$ cat src/rtl/pit.sv
// ---------------------------------------------------------------------------
// pit : 32-bit programmable interval timer.
//
// A period register, a down-counter and an interrupt flop. State advances
// only on clk edges qualified by clk_en ("ticks"). Writing a non-zero period
// N makes interrupt pulse for one tick every N ticks. N=1 keeps it high
// continuously, and N=0 disables the timer. A write restarts the count
// immediately. Reset clears everything and leaves the timer disabled.
// ---------------------------------------------------------------------------
module pit (
   input  logic        clk,
   input  logic        clk_en,
   input  logic        we,
   input  logic [31:0] wdata,
   output logic        interrupt,
   input  logic        rst
);

   logic [31:0] r_period;
   logic [31:0] r_counter;
   logic        r_interrupt;

   logic [31:0] w_period_nxt;
   logic [31:0] w_counter_nxt;
   logic        w_interrupt_nxt;
   logic        w_disabled;
   logic        w_expire;

   assign w_disabled = (r_period == 32'd0);
   // counter<=1 also covers a stray 0 count, so there is never a borrow past 0
   assign w_expire   = (r_counter <= 32'd1);

   // Next-state selection for one enabled tick: write > disabled > expiry > count
   always_comb begin
      w_period_nxt    = r_period;
      w_counter_nxt   = r_counter;
      w_interrupt_nxt = 1'b0;
      if (we) begin
         w_period_nxt    = wdata;
         w_counter_nxt   = wdata;
         w_interrupt_nxt = 1'b0;
      end else if (w_disabled) begin
         w_period_nxt    = r_period;
         w_counter_nxt   = r_counter;
         w_interrupt_nxt = 1'b0;
      end else if (w_expire) begin
         w_period_nxt    = r_period;
         w_counter_nxt   = r_period;
         w_interrupt_nxt = 1'b1;
      end else begin
         w_period_nxt    = r_period;
         w_counter_nxt   = r_counter - 32'd1;
         w_interrupt_nxt = 1'b0;
      end
   end

   // Timer state: synchronous reset first, then update only on enabled ticks
   always_ff @(posedge clk) begin
      if (rst) begin
         r_period    <= 32'd0;
         r_counter   <= 32'd0;
         r_interrupt <= 1'b0;
      end else if (clk_en) begin
         r_period    <= w_period_nxt;
         r_counter   <= w_counter_nxt;
         r_interrupt <= w_interrupt_nxt;
      end else begin
         r_period    <= r_period;
         r_counter   <= r_counter;
         r_interrupt <= r_interrupt;
      end
   end

   assign interrupt = r_interrupt;

endmodule

$ cat config.mk
export PLATFORM = sky130hd
export DESIGN_NAME = pit
export DESIGN_NICKNAME = d
export VERILOG_FILES = /design/src/rtl/pit.sv
export SDC_FILE = /design/constraint.sdc
export NUM_CORES = 1
export LEC_CHECK = 0
export BUFFER_PORTS_ARGS = -buffer_cell sky130_fd_sc_hd__clkbuf_2
export CAP_MARGIN = 10
export CORE_UTILIZATION = 50
export CTS_CLUSTER_DIAMETER = 120
export CTS_CLUSTER_SIZE = 40
export DETAILED_ROUTE_END_ITERATION = 8
export MAX_ROUTING_LAYER = met4
export PLACE_DENSITY = 0.78
export SLEW_MARGIN = 5
export SYNTH_ARGS = -nofsm -noshare
export SYNTH_HDL_FRONTEND = slang
export SYNTH_SLANG_ARGS = --single-unit
$ cat constraint.sdc
create_clock -name clk -period 2.6 [get_ports clk]
set_clock_uncertainty 0.2 [all_clocks]
set_input_delay 0.26 -clock clk [delete_from_list [all_inputs] [get_ports clk]]
set_output_delay 0.26 -clock clk [all_outputs]
set_load 0.05 [all_outputs]
Yosys cells after proc, flatten, opt, wreduce, memory -nomap -nowiden
Cells that the tools add are included.
{"block": "classes", "add_sub_neg": 1, "multipliers": 0, "div_mod_pow": 0, "magnitude_cmp": 1, "eq_ne": 1, "shift": 0, "muxes": 6, "n_bitwise": 0, "reduce_logical": 3}
{"operator": "2-to-1 mux 32 bit", "n": 3}
{"operator": "<= comparator 32 x 1 -> 1 bit (second input constant)", "n": 1}
{"operator": "logical NOT 32 bit", "n": 1}
{"operator": "subtractor 32 x 1 -> 32 bit (second input constant)", "n": 1}
{"operator": "AND reduction 2 bit", "n": 2}
{"operator": "2-to-1 mux 1 bit", "n": 3}
{"operator": "!= test 2 bit (second input constant)", "n": 1}
{"block": "word_totals", "ff_bits": 65, "latchBits": 0, "ramBits": 0, "romBits": 0, "input_bits": 36, "output_inout_bits": 1, "word_cells": 15, "mem_count": 0}

Longest topological paths before layout
Gate-level depths: netlist of run 1.
{"block": "depth", "depth_word": 4, "ltp_mapped": 12, "depth_no_buf": 8}

Worst setup path after synthesis of run 1
No wires, ideal clock.
{"block": "synth_timing", "path_kind": "reg-to-reg", "startpoint": "register r_counter[0]", "endpoint": "register r_counter[23]", "setup_time_ns": 0.122, "arrival_ns": 2.126, "t_required_ns": 2.278, "path_slack_ns": 0.152, "stages_incl_launch_ff": 10, "period_less_slack_ns": 2.448, "cell_sequence": "dfxtp_1 > inv_1 > ha_1 > clkbuf_1 > o21bai_1 > nand3b_1 > or4_1 > o21ai_0 > a21oi_1 > a221o_1"}
{"block": "synth_via", "elab_chain_cells": 4, "word_cells_on_any_way": 5, "classes_between": "1 x add/sub; 1 x order compare; 3 x mux"}
{"element": "start: declaration", "line_no": "20", "source": "logic [31:0] r_counter;"}
{"element": "start signal: assignment", "line_no": "65", "source": "r_counter <= w_counter_nxt;"}
{"element": "start signal: assignment", "line_no": "69", "source": "r_counter <= r_counter;"}
{"element": "subtractor 32 x 1 -> 32 bit or <= comparator 32 x 1 -> 1 bit (tied branches)", "line_no": "52, 31"}
{"element": "2-to-1 mux 32 bit (*)", "line_no": "46", "source": "end else if (w_expire) begin"}
{"element": "2-to-1 mux 32 bit (*)", "line_no": "42", "source": "end else if (w_disabled) begin"}
{"element": "2-to-1 mux 32 bit (*)", "line_no": "38", "source": "if (we) begin"}
Mark *: on every way between the ends. The rest lies on a longest branch, timed or not. The select of a mux whose other input is x is not followed.
A chain may end at the register's enable or synchronous reset.

Worst setup path in the final report of run 1
{"block": "layout_timing", "startpoint": "register r_counter[2]", "endpoint": "register r_counter[26]"}
The elaborated chain is that of the path after synthesis.

==> impl_metrics.json, run 1 <==
{
  "status": "complete, no violations",
  "fin_crit_sh_pct": 98.02,
  "synth_nets": 524,
  "avgViaCountPerCell": 6.147,
  "ios": 37,
  "worst_setup_path_start_kind": "register",
  "layout_common_cells": "nand2_1 (87), a21oi_1 (76), dfxtp_1 (65)",
  "clkTransAtPathRegs_ps": 80,
  "rsz0062_at_grt": "yes",
  "max_freq_ghz": 0.3924,
  "power_w": 0.002820,
  "synth_ff_type": "dfxtp_1",
  "fin_ws_ps": 51.45,
  "power.static_leakage_nw": 1.857,
  "crit_end": "r_counter[26]",
  "drt-initial-drc-count": 410,
  "synth_edf_count": 0,
  "area_delta_synth_final_pct": 29.79,
  "clk_latency_ps": 360,
  "setup_viol": 0,
  "yosys.cell_types.count": 60,
  "drt-pass1-iter-count": 6,
  "final_common_cell": "nand2_1",
  "r2r_setup_slack_ps": 50,
  "tritoncts": "built",
  "cap_violations": 0,
  "gp_congestion": 0.9537,
  "cts_buffers": 9,
  "p_per_area_nw_per_um2": 589.2,
  "yosys_register_bits": 65,
  "synth_area_um2": 3687,
  "grt_pass1_vias": 3863,
  "vdd_ir_drop_max_v": 0.0003873,
  "n_antenna_cell": 0,
  "crit_top_cell": "buf_4",
  "die_area_um2": 7722,
  "hpwl_um": 7890,
  "place_ws_ps": -29.56,
  "fin_cells": 678,
  "grt_usage_pct": 32.59,
  "crit_slowest_cell": "dfxtp_1",
  "cts.sinks": 65,
  "reg2reg_to": "r_counter[26]",
  "finalHoldViolations": 0,
  "grt_remaining_overflow": 0,
  "drc": 0,
  "async_flop_share_pct": 0,
  "cp-startpoint": "r_counter[2]",
  "path_max_fanout": 8,
  "antenna_left": 0,
  "wl_um": 11810,
  "holdWs_ps": 156.0,
  "worst_slew_pin_slew_ps": 674.5,
  "dieHeight_um": 87.88,
  "die_w_um": 87.88,
  "nets": 615,
  "synth_warnings": 0,
  "htree_levels": 3,
  "cp_cell_sequence": "nor4_4 -> buf_4 -> nand3_1 -> nor3_1 -> buf_4 -> and3_1 -> o21ai_0 -> a32o_1",
  "grt_max_degree": 49,
  "final_core_util_pct": 68.92,
  "rows": 30,
  "fin_crit_ps": 2549,
  "grt_pass1_wl_um": 18630,
  "cts_max_path_buffers": 2,
  "cp_slowest_stage_delay_ps": 390,
  "core_um2": 6944,
  "slew_headroom_pct": 54.99,
  "syn_inst": 486,
  "r2r_start": "r_counter[2]",
  "hold_path_class": "primary input to register",
  "place_inst": 627,
  "cts_root_buf": "clkbuf_8",
  "critPathKind": "register to register",
  "end_kind": "register",
  "drive_gt1_share_pct": 21.13,
  "wl_per_cell_um": 17.42,
  "io_buffers": 36,
  "vias": 4168,
  "start_util_pct": 53.10,
  "synth.avg_cell_area_um2": 7.587,
  "final_max_slew_viol_count": 0,
  "ff2ff_path_depth": 8,
  "antenna_found_initial": 0,
  "ys_seq_area_share_pct": 35.29,
  "cp.required_ps": 2650,
  "arrival_ps": 2600
}
## cell type report
class / count / area, um2
well taps: 96 / 120.1
clock inverters: 4 / 75.07
fillers: 559 / 2158
clock buffers: 12 / 155.1
inverters: 11 / 41.29
repair buffers: 111 / 864.6
flip-flops and latches: 65 / 1301
multi-input cells: 379 / 2228
## worst min path at each step
stage	startpoint	endpoint	slack, ps	cells past startpoint
floorplan	wdata[23]	r_period[23]	200	2
global placement	r_period[26]	r_period[26]	250	2
detailed placement	r_period[30]	r_period[30]	260	2
CTS	clk_en	interrupt	140	4
global route	clk_en	interrupt	190	4
finish	clk_en	interrupt	160	4
## sequential cells by signal (all words and copies together), names as in the netlist
name / flops
r_counter: 32
r_period: 32
interrupt: 1
## worst max-delay path: cells and delay by family (launching register included)
| family | cells | cell delay, ps |
|---|---|---|
| AND/OR/NAND/NOR | 4 | 1090 |
| flip-flops | 1 | 390 |
| AO/OA/AOI/OAI | 2 | 340 |
| buffers and inverters | 2 | 410 |
## cells in the mapped netlist (all sizes together), types with 2 or more instances
cell type  number  share of area, %
nand2b          2              0.34
a221oi          5               1.9
nor2b           2              0.34
and3            2              0.34
inv            10               1.0
a21oi          78                11
nand3          11               1.9
o21ai          33               4.5
or4             4              0.92
nor3           16               2.3
a211o           6               1.4
o211ai         13               2.8
a211oi          4              0.81
nand2          88               9.2
buf             7               2.0
dfxtp          65                35
o31ai           3              0.61
xnor2           5               1.2
clkbuf         24               2.4
nand4           8               1.4
nor4           24               5.4
o31a            3              0.71
nor2           30               3.1
nand3b          4              0.81
ha              2              0.68
xor2            6               1.4
o2bb2ai         2              0.48
a31oi           3              0.51
or3             7               1.2
## repair_timing
| item | CTS | global route |
|---|---|---|
| pin swaps | 0 | 0 |
| setup endpoints to repair | 5 | 8 |
| gates resized for setup | 1 | 7 |
| endpoints found under the hold margin | 33 | 0 |
| hold buffers | 32 | 0 |
| setup buffers | 0 | 3 |
## metrics by stage
| step | area, um2 | TNS (ps) |
|---|---|---|
| floorplan | 3687 | 0 |
| global placement | 4179 | 0 |
| detailed placement | 4179 | -56.14 |
| CTS | 4733 | 0 |
| global route | 4786 | -30.06 |
| finish | 4786 | 0 |
## report_power, final
| part | switching (W) | total, W | internal (W) | leakage [nW] |
|---|---|---|---|---|
| clock | 0.000409 | 0.00100 | 0.000593 | 0.109 |
| combinational | 0.000369 | 0.000677 | 0.000308 | 1.21 |
| sequential | 0.0000792 | 0.00114 | 0.00106 | 0.534 |
| total | 0.000857 | 0.00282 | 0.00196 | 1.86 |
## cell families after synthesis
logic type	synth area share (%)
AND/OR/NAND/NOR	28.40
buffers and inverters	5.531
flip-flops	35.29
AO/OA/AOI/OAI	27.49
XOR/XNOR	2.613
adder cells (fa/ha/maj)	0.6785
## metal layers
metal | GRT usage [%] | vias to the layer above | part of all wire [%]
met1 | 41.53 | 1935 | 42
li1 | - | 1961 | -
met3 | 6.126 | 48 | 8.8
met4 | 14.75 | 0 | 3.0
met2 | 49.96 | 224 | 46
met5 | - | - | 0
Power figures use the tool's default switching activity.
==> inputs of run 2 (changes only) <==
--- a/config.mk
+++ b/config.mk
@@ -7,12 +7,14 @@
 export LEC_CHECK = 0
 export BUFFER_PORTS_ARGS = -buffer_cell sky130_fd_sc_hd__clkbuf_2
 export CAP_MARGIN = 10
-export CORE_UTILIZATION = 50
+export CORE_MARGIN = 5
+export CORE_UTILIZATION = 25
+export CTS_BUF_LIST = sky130_fd_sc_hd__clkbuf_16
 export CTS_CLUSTER_DIAMETER = 120
 export CTS_CLUSTER_SIZE = 40
 export DETAILED_ROUTE_END_ITERATION = 8
 export MAX_ROUTING_LAYER = met4
-export PLACE_DENSITY = 0.78
+export PLACE_DENSITY = 0.48
 export SLEW_MARGIN = 5
 export SYNTH_ARGS = -nofsm -noshare
 export SYNTH_HDL_FRONTEND = slang
==> impl_metrics.json, run 2 (synthesis results as in run 1) <==
{
  "grt_use_met3_pct": 2.446,
  "use_met2_pct": 23.84,
  "area_delta_synth_final_pct": 37.19,
  "die_w_um": 131.4,
  "clkTransAtPathRegs_ps": 50,
  "final_common_cell": "nand2_1",
  "p_per_area_nw_per_um2": 611.8,
  "use_met1_pct": 19.51,
  "r2r_setup_slack_ps": 130,
  "vias": 3938,
  "rsz0062_at_grt": "no",
  "io_buffers": 36,
  "top_usage_layer": "met2",
  "drt-pass1-iter-count": 5,
  "grt_max_degree": 27,
  "setup_viol": 0,
  "avgViaCountPerCell": 5.036,
  "n_antenna_cell": 0,
  "clk_latency_ps": 330,
  "arrival_ps": 2490,
  "slew_headroom_pct": 65.54,
  "cp.required_ps": 2620,
  "fin_crit_ps": 2474,
  "grt_usage_pct": 15.03,
  "wl_um": 12590,
  "cts.sinks": 65,
  "ff2ff_path_depth": 7,
  "htree_levels": 3,
  "place_ws_ps": 24.22,
  "gp_congestion": 0.8852,
  "grt_pass1_vias": 4006,
  "final_max_slew_viol_count": 0,
  "dieHeight_um": 131.4,
  "vdd_ir_drop_max_v": 0.0003008,
  "end_kind": "register",
  "power.static_leakage_nw": 1.978,
  "layout_common_cells": "nand2_1 (87), a21oi_1 (76), dfxtp_1 (65)",
  "final_core_util_pct": 34.94,
  "hold_depth": 3,
  "drt-initial-drc-count": 202,
  "start_util_pct": 25.47,
  "nets": 632,
  "tns_ps": 0,
  "wl_per_cell_um": 16.10,
  "status": "complete, no violations",
  "drc": 0,
  "antenna_found_initial": 0,
  "worst_slew_pin_slew_ps": 515.6,
  "antenna_left": 0,
  "reg2reg_to": "r_counter[23]",
  "rows": 44,
  "tritoncts": "built",
  "cts_root_buf": "clkbuf_16",
  "hold_end": "r_period[21]",
  "ios": 37,
  "fin_ws_ps": 126.1,
  "hpwl_um": 9367,
  "path_max_fanout": 4,
  "worst_setup_path_start_kind": "register",
  "cts_buffers": 9,
  "cap_violations": 0,
  "max_freq_ghz": 0.4042,
  "core_um2": 14480,
  "grt_remaining_overflow": 0,
  "fill_cells": 1538,
  "r2r_start": "r_counter[28]",
  "hp-start": "wdata[21]",
  "drive_gt1_share_pct": 23.08,
  "hold_path_class": "primary input to register",
  "grt_pass1_wl_um": 20790,
  "die_area_um2": 17280,
  "fin_crit_sh_pct": 95.15,
  "finalHoldViolations": 0,
  "critPathKind": "register to register",
  "cts_max_path_buffers": 2
}
-- run 2: cell types whose count changed in the layout (fill, tap and decap cells not counted), moves of 2 or more --
| cell | delta |
|---|---|
| buf_12 | -3 |
| buf_4 | +22 |
| clkbuf_16 | +9 |
| clkbuf_8 | -11 |
| clkinvlp_4 | -2 |
| inv_1 | +2 |
-- run 2: worst max path at each step --
stage,depth (start not counted),from,slack [ps],end
floorplan,9,r_counter[0],150,r_counter[23]
global placement,7,r_counter[2],40,r_counter[26]
detailed placement,7,r_counter[2],20,r_counter[26]
CTS,7,r_counter[2],10,r_counter[11]
global route,7,r_counter[28],4,r_counter[23]
finish,7,r_counter[28],130,r_counter[23]
-- run 2: what timing repair did --
item	in CTS	in global routing
hold buffers	30	1
endpoints found under the hold margin	31	1
gates resized for setup	0	8
buffers inserted	0	2
endpoints found under the setup margin	0	17
-- run 2: stage by stage --
stage	hold slack, ps	cells	total power [W]	instance area [um2]
finish	10.68	782	0.003095	5059
global route	9.600	782	0.003263	5059
floorplan	196.0	486	0.001524	3687
detailed placement	271.0	734	0.001805	4394
CTS	3.611	779	0.003106	4996
global placement	264.5	734	0.001800	4394
-- run 2: power breakdown --
| group | total [W] | internal, W | switching, W |
|---|---|---|---|
| Clock | 0.00125 | 0.000821 | 0.000431 |
| Sequential | 0.00113 | 0.00106 | 0.0000686 |
| Combinational | 0.000709 | 0.000333 | 0.000377 |
-- run 2: critical path: stages, from the launching register on --
cell,delay [ps]
dfxtp_1,320
or3_1,420
buf_4,180
nand4b_1,250
or4_1,440
o21ai_1,140
a21oi_1,60
a221o_1,340
-- run 2: cell type report --
type | count | area, um2 | share of cell area, %
multi-input cells | 379 | 2236 | 44.20
clock inverters | 6 | 76.32 | 1.509
well taps | 184 | 230.2 | 4.551
flip-flops and latches | 65 | 1301 | 25.72
clock buffers | 9 | 225.2 | 4.452
repair buffers | 128 | 948.4 | 18.75
inverters | 11 | 41.29 | 0.8162
-- run 2: routing by layer --
| layer | share of wire (%) | wire length [um] |
|---|---|---|
| met3 | 2.8 | 350 |
| met4 | 1.4 | 170 |
| met1 | 48 | 6070 |
| met5 | 0 | 0 |
| met2 | 48 | 6001 |
